**src/rtl/vx_flush_ctrl_pkg.sv**
```systemverilog
// ---------------------------------------------------------------------------
// vx_flush_ctrl_pkg
//   Shared cache package for the per-bank flush sequencer.
//   - flush_state_t : states of the flush sequencer FSM
//   - calc_*        : geometry helpers that derive the bank's line count,
//                     line-select width and line-address width from the
//                     cache parameters.
// ---------------------------------------------------------------------------
package vx_flush_ctrl_pkg;

    typedef enum logic [2:0] {
        FS_INIT  = 3'd0,   // post-reset walk
        FS_IDLE  = 3'd1,   // waiting for a flush request
        FS_DRAIN = 3'd2,   // waiting for outstanding fills to retire
        FS_FLUSH = 3'd3,   // requested walk
        FS_ACK   = 3'd4    // completion pending at the consumer
    } flush_state_t;

    // Number of lines held by one bank.
    function automatic int calc_lines_per_bank(input int cache_size,
                                               input int line_size,
                                               input int num_banks);
        int lpb;
        lpb = cache_size / (line_size * num_banks);
        return (lpb < 1) ? 1 : lpb;
    endfunction

    // Width of the line-select counter, never below one bit so that a
    // single-line bank still has a real register.
    function automatic int calc_line_select_bits(input int lines_per_bank);
        return (lines_per_bank > 1) ? $clog2(lines_per_bank) : 1;
    endfunction

    // Line address width: 32-bit byte address reduced to word address,
    // then to line address.
    function automatic int calc_line_addr_width(input int line_size,
                                                input int word_size);
        int words_per_line;
        words_per_line = line_size / word_size;
        if (words_per_line < 1) words_per_line = 1;
        return 32 - $clog2(word_size) - $clog2(words_per_line);
    endfunction

endpackage

```
**src/rtl/vx_flush_ctrl.sv**
```systemverilog
// ---------------------------------------------------------------------------
// vx_flush_ctrl
//   Per-bank flush sequencer placed directly upstream of the bank's tag
//   store. It walks every line index of the bank and drives the tag store's
//   flush input, invalidating each line. A walk runs automatically after
//   reset and again for each accepted external flush request. While any
//   walk (or its drain / completion phase) is in progress, busy holds off
//   the bank's core-request intake.
//
// Optional feature macro: CACHE_FLUSH_PERF_EN
//   When defined, adds perf_flush_count and perf_drain_cycles outputs.
//
// Ports
//   clk               in   clock
//   reset             in   synchronous, active-high reset
//   flush_req_valid   in   external flush request
//   flush_req_ready   out  request accepted when high together with valid
//   flush_rsp_valid   out  flush complete
//   flush_rsp_ready   in   consumer takes the completion
//   mshr_empty        in   no outstanding fills in the bank
//   stall             in   bank pipeline stall (also gates the tag store)
//   flush_valid       out  to tag store flush input
//   flush_addr        out  line address being flushed
//   busy              out  blocks core request intake
//   perf_flush_count  out  (CACHE_FLUSH_PERF_EN) completed requested flushes
//   perf_drain_cycles out  (CACHE_FLUSH_PERF_EN) cycles spent in DRAIN
//
// Handshakes: a transfer happens on a rising clock edge where valid and
// ready are both high; valid, once raised, is held until that edge and its
// payload does not change meanwhile; ready never depends combinationally
// on valid.
// ---------------------------------------------------------------------------
module vx_flush_ctrl
    import vx_flush_ctrl_pkg::*;
#(
    parameter int CACHE_ID        = 0,
    parameter int BANK_ID         = 0,
    parameter int CACHE_SIZE      = 1,
    parameter int CACHE_LINE_SIZE = 1,
    parameter int NUM_BANKS       = 1,
    parameter int WORD_SIZE       = 1,
    // Derived geometry; not meant to be overridden.
    parameter int LINES_PER_BANK   = calc_lines_per_bank(CACHE_SIZE, CACHE_LINE_SIZE, NUM_BANKS),
    parameter int LINE_SELECT_BITS = calc_line_select_bits(LINES_PER_BANK),
    parameter int LINE_ADDR_WIDTH  = calc_line_addr_width(CACHE_LINE_SIZE, WORD_SIZE)
) (
    input  logic                       clk,
    input  logic                       reset,
    input  logic                       flush_req_valid,
    output logic                       flush_req_ready,
    output logic                       flush_rsp_valid,
    input  logic                       flush_rsp_ready,
    input  logic                       mshr_empty,
    input  logic                       stall,
    output logic                       flush_valid,
    output logic [LINE_ADDR_WIDTH-1:0] flush_addr,
`ifdef CACHE_FLUSH_PERF_EN
    output logic [31:0]                perf_flush_count,
    output logic [31:0]                perf_drain_cycles,
`endif
    output logic                       busy
);

    localparam logic [LINE_SELECT_BITS-1:0] LAST_LINE =
        LINE_SELECT_BITS'(LINES_PER_BANK - 1);

    flush_state_t                r_state;
    flush_state_t                w_state_n;
    logic [LINE_SELECT_BITS-1:0] r_counter;
    logic [LINE_SELECT_BITS-1:0] w_counter_n;
    logic                        w_walking;
    logic                        w_last_line;

    assign w_walking   = (r_state == FS_INIT) || (r_state == FS_FLUSH);
    assign w_last_line = (r_counter == LAST_LINE);

    // ------------------------------------------------------------------
    // State and line counter registers
    // ------------------------------------------------------------------
    always_ff @(posedge clk) begin
        if (reset) begin
            r_state   <= FS_INIT;
            r_counter <= '0;
        end else begin
            r_state   <= w_state_n;
            r_counter <= w_counter_n;
        end
    end

    // ------------------------------------------------------------------
    // Next-state logic. A stalled walk cycle leaves both the state and
    // the counter untouched, so the same line is presented again and no
    // line is skipped or repeated once the stall clears.
    // ------------------------------------------------------------------
    always_comb begin
        w_state_n   = r_state;
        w_counter_n = r_counter;
        case (r_state)
            FS_INIT, FS_FLUSH: begin
                if (!stall) begin
                    if (w_last_line) begin
                        w_counter_n = '0;
                        w_state_n   = (r_state == FS_INIT) ? FS_IDLE : FS_ACK;
                    end else begin
                        w_counter_n = r_counter + 1'b1;
                    end
                end
            end
            FS_IDLE: begin
                if (flush_req_valid) begin
                    w_state_n = FS_DRAIN;
                end
            end
            FS_DRAIN: begin
                // Fills still in flight would re-validate lines behind the
                // walk, so the walk only starts once the MSHR is empty.
                if (mshr_empty) begin
                    w_state_n = FS_FLUSH;
                end
            end
            FS_ACK: begin
                if (flush_rsp_ready) begin
                    w_state_n = FS_IDLE;
                end
            end
            default: begin
                w_state_n   = FS_INIT;
                w_counter_n = '0;
            end
        endcase
    end

    // ------------------------------------------------------------------
    // Output decode (Moore: everything is a function of the state)
    // ------------------------------------------------------------------
    assign flush_valid     = w_walking;
    assign flush_addr      = LINE_ADDR_WIDTH'(r_counter);
    assign busy            = (r_state != FS_IDLE);
    assign flush_req_ready = (r_state == FS_IDLE);
    assign flush_rsp_valid = (r_state == FS_ACK);

`ifdef CACHE_FLUSH_PERF_EN
    logic [31:0] r_perf_flush_count;
    logic [31:0] r_perf_drain_cycles;

    always_ff @(posedge clk) begin
        if (reset) begin
            r_perf_flush_count  <= '0;
            r_perf_drain_cycles <= '0;
        end else begin
            if ((r_state == FS_ACK) && flush_rsp_ready) begin
                r_perf_flush_count <= r_perf_flush_count + 32'd1;
            end
            if (r_state == FS_DRAIN) begin
                r_perf_drain_cycles <= r_perf_drain_cycles + 32'd1;
            end
        end
    end

    assign perf_flush_count  = r_perf_flush_count;
    assign perf_drain_cycles = r_perf_drain_cycles;
`endif

endmodule

```
**config.mk**
```make
export PLATFORM = sky130hd
export DESIGN_NAME = vx_flush_ctrl
export DESIGN_NICKNAME = d
export VERILOG_FILES = /design/src/rtl/vx_flush_ctrl_pkg.sv /design/src/rtl/vx_flush_ctrl.sv
export SDC_FILE = /design/constraint.sdc
export NUM_CORES = 1
export LEC_CHECK = 0
export CAP_MARGIN = 20
export CORE_MARGIN = 3
export CORE_UTILIZATION = 27
export CTS_BUF_LIST = sky130_fd_sc_hd__clkbuf_4 sky130_fd_sc_hd__clkbuf_8
export DETAILED_ROUTE_END_ITERATION = 16
export PLACE_DENSITY = 0.74
export SETUP_SLACK_MARGIN = 0.3
export SLEW_MARGIN = 5
export SYNTH_ARGS = -nofsm -noshare
export SYNTH_HDL_FRONTEND = slang
export SYNTH_SLANG_ARGS = --single-unit
export TNS_END_PERCENT = 50
```
**constraint.sdc**
```tcl
create_clock -name clk -period 1.1 [get_ports clk]
set_input_delay 0.165 -clock clk [delete_from_list [all_inputs] [get_ports clk]]
set_output_delay 0.165 -clock clk [all_outputs]
set_load 0.005 [all_outputs]
```
==> metrics.json <==
{
  "synthDistinctLibCells": {"value": 22},
  "firstDrtPassIters": {"value": 2},
  "synth_area_leader_cell": {"value": "buf_4"},
  "via_per_inst": {"value": 3.75},
  "max_cap_viol_count": {"value": 0},
  "detailedRoute.firstIterationViolations": {"value": 1},
  "worst_setup_path_startpoint": {"value": "r_state[0]$_SDFFE_PP0P_"},
  "regMostFlops": {"value": "r_state"},
  "fillCellCount": {"value": 161},
  "pwr_density_cell": {"value": 1630, "unit": "nW/um^2"},
  "clkSlewWorstSetupHoldPaths": {"value": 0.04, "unit": "ns"},
  "timing_hold_violations_final": {"value": 0},
  "design_power_total": {"value": 0.881, "unit": "mW"},
  "globalRouteTotalUtil": {"value": 9.77, "unit": "%"},
  "critical_path_cell_count": {"value": 4},
  "category_of_the_critical_setup_timing_path": {"value": "flop to output port"},
  "row_count": {"value": 13},
  "cts-buffers-inserted": {"value": 3},
  "power_leakage": {"value": 0.284, "unit": "nW"},
  "ys_ff_latch": {"value": 3},
  "totalWireLength": {"value": 891, "unit": "um"},
  "worst_ep_arrival": {"value": 1.12, "unit": "ns"},
  "net_count_reported_at_finish": {"value": 84},
  "design_area": {"value": 541, "unit": "sq um"},
  "path_cells": {"value": "inv_2, or3_4, inv_2, buf_6"},
  "area_growth": {"value": 25.2, "unit": "%"},
  "critical_path.n_buffers_inverters": {"value": 3},
  "fmax": {"value": 777, "unit": "MHz"},
  "finalHoldWorstSlack": {"value": 0.569, "unit": "ns"},
  "htree_num_levels": {"value": 1},
  "die_height": {"value": 46.0, "unit": "um"},
  "max-vdd-ir-drop": {"value": 0.000586, "unit": "V"},
  "grt.overflow.total": {"value": 0},
  "rsz0062_at_grt": {"value": "yes"},
  "fin_setup_tns": {"value": -0.968, "unit": "ns"},
  "post_dp_area": {"value": 448, "unit": "sq um"},
  "largest_register_ff_count": {"value": 3},
  "crit_path_end": {"value": "flush_req_ready"},
  "skew": {"value": 0.00339, "unit": "ns"},
  "detail_route.drc_violations": {"value": 0},
  "period_share": {"value": 117, "unit": "%"},
  "worst_hold_path_type": {"value": "input port to flop"},
  "timing_max_transition_violations_final": {"value": 0},
  "finalWeightedCongestion": {"value": 0.691},
  "netlist_area": {"value": 432, "unit": "sq um"},
  "clk_path_buf_depth": {"value": 2},
  "reg.largest.list": {"value": "r_state: 3 flops"},
  "cpMaxStageDelayCell": {"value": "or3_4"},
  "violations_in_the_final_reports": {"value": "setup timing"},
  "tritoncts_num_sinks": {"value": 3},
  "first_pass_grt_wire_length": {"value": 1.35, "unit": "mm"},
  "clock_tree_from_tritoncts": {"value": "done"},
  "avgSynthCellArea": {"value": 7.44, "unit": "sq um"},
  "timing.critical_path.to_type": {"value": "output port"},
  "synth.cells.most_frequent": {"value": "buf_4, dfxtp_1, a21oi_1, inv_1, nor2_1"},
  "synth-seq-area-share": {"value": 13.9, "unit": "%"},
  "synth.area.top_cells": {"value": "buf_4, dfxtp_1, a21oi_1"},
  "antenna_cells_inserted": {"value": 0},
  "area_used_by_multi_input_combinational_logic": {"value": 275, "unit": "sq um"},
  "max_stage_delay_on_crit_path": {"value": 0.36, "unit": "ns"},
  "grt_start_max_net_pins": {"value": 6},
  "synth_enable_flop_cells": {"value": 0},
  "post-synth-top-count-cell": {"value": "buf_4"},
  "insertion_delay": {"value": 0.23, "unit": "ns"},
  "crit_top_cell": {"value": "inv_2"},
  "reg2regPathDepth": {"value": 5},
  "pin_count": {"value": 42},
  "crit_family": {"value": "simple AND/OR/NAND/NOR gates"},
  "post_cts_hold_buffer_count": {"value": 0},
  "final-setup-viol-count": {"value": 6},
  "syn_inst_count": {"value": 58},
  "synth_largest_type_area_fraction": {"value": 55.7, "unit": "%"},
  "antenna_found_initial": {"value": 0},
  "layout.area.seq": {"value": 68.8, "unit": "sq um"},
  "drt.antenna.violating_nets": {"value": 0},
  "critical_path.startpoint_type": {"value": "flop"},
  "portBuffers": {"value": 9},
  "cts_root_buffer": {"value": "clkbuf_4"},
  "first_global_vias": {"value": 309},
  "die_w": {"value": 46.0, "unit": "um"},
  "timing.final.crit_period": {"value": 1.29, "unit": "ns"},
  "worstReg2RegStart": {"value": "r_state[0]$_SDFFE_PP0P_"},
  "wl_per_cell": {"value": 9.68, "unit": "um"},
  "r2r_slack": {"value": -0.19, "unit": "ns"},
  "design.die.area": {"value": 2110, "unit": "sq um"},
  "final.setup.worst_slack": {"value": -0.186, "unit": "ns"},
  "detailroute.via_count": {"value": 345},
  "result_of_the_run": {"value": "finished with violations"},
  "worst-path-max-fanout": {"value": 4},
  "async_flop_share": {"value": 0, "unit": "%"},
  "final_util": {"value": 38.6, "unit": "%"},
  "drive_gt1_share": {"value": 39.0, "unit": "%"},
  "worstPathRequired": {"value": 0.94, "unit": "ns"},
  "reg2reg_to": {"value": "r_state[0]$_SDFFE_PP0P_"},
  "yosysWarningCount": {"value": 0},
  "floorplan.initialDensity": {"value": 30.9, "unit": "%"},
  "synth_top_flop_cell": {"value": "dfxtp_1"},
  "area_of_the_placeable_core": {"value": 1400, "unit": "sq um"}
}
[logic make-up after synthesis]
| group | Yosys count | synth area share (%) |
|---|---|---|
| simple gates | 11 | 14.8 |
| buf+inv | 36 | 59.4 |
| other cells | 1 | 0.869 |
| flops | 3 | 13.9 |
| compound gates | 7 | 11.0 |
[cell usage in the layout, fill, tap and decap left out, drive strengths merged, types with 2 or more instances in the layout]
cell type      instances
nor2                   2
buf                   12
conb                  32
clkbuf                 4
clkdlybuf4s50          5
a21oi                  2
dfxtp                  3
inv                    3
[worst min-delay path by stage]
stage          depth (start not counted)                       to                    start  slack (ns)
4_1_cts                                2  r_state[2]$_SDFFE_PP0P_                    reset        0.55
6_report                               2  r_state[2]$_SDFFE_PP0P_                    reset        0.57
3_3_place_gp                           2  r_state[1]$_SDFFE_PP0P_  r_state[2]$_SDFFE_PP0P_        0.58
2_1_floorplan                          1  r_state[2]$_SDFFE_PP0P_                    reset        0.23
3_5_place_dp                           2  r_state[1]$_SDFFE_PP0P_  r_state[2]$_SDFFE_PP0P_        0.59
5_1_grt                                2  r_state[2]$_SDFFE_PP0P_                    reset        0.59
[metal layers]
metal	part of all wire (%)	wire length (um)	up-vias	global-route usage [%]
li1	-	-	165	-
met1	28	251	145	7.66
met2	53	468	35	17.6
met3	19	171	0	6.32
met4	0	0	0	5.68
met5	0	0	-	0
[metrics by stage]
step	std cells	setup slack, ns
6_report	92	-0.186
5_1_grt	92	-0.259
4_1_cts	92	-0.219
3_5_place_dp	84	-0.396
3_3_place_gp	84	-0.344
2_1_floorplan	89	-0.00327
[repair_timing]
action,in CTS,in global routing
endpoints found under the setup margin,7,7
pin swaps,3,1
buffers inserted,4,0
resized for setup,27,2
gates cloned,0,0
[area by class of cell]
class	instances	area share [%]
multi-input combinational	50	50.9
sequential	3	12.7
clock buffer	4	5.56
tap	15	3.47
inverter	3	2.08
timing repair buffer	17	25.2
[power breakdown]
group | leakage [nW] | switching (mW) | internal, mW
combinational | 0.240 | 0.215 | 0.267
clock | 0.0184 | 0.0604 | 0.161
sequential | 0.0264 | 0.0291 | 0.149
(Power assumes the default switching activity.)
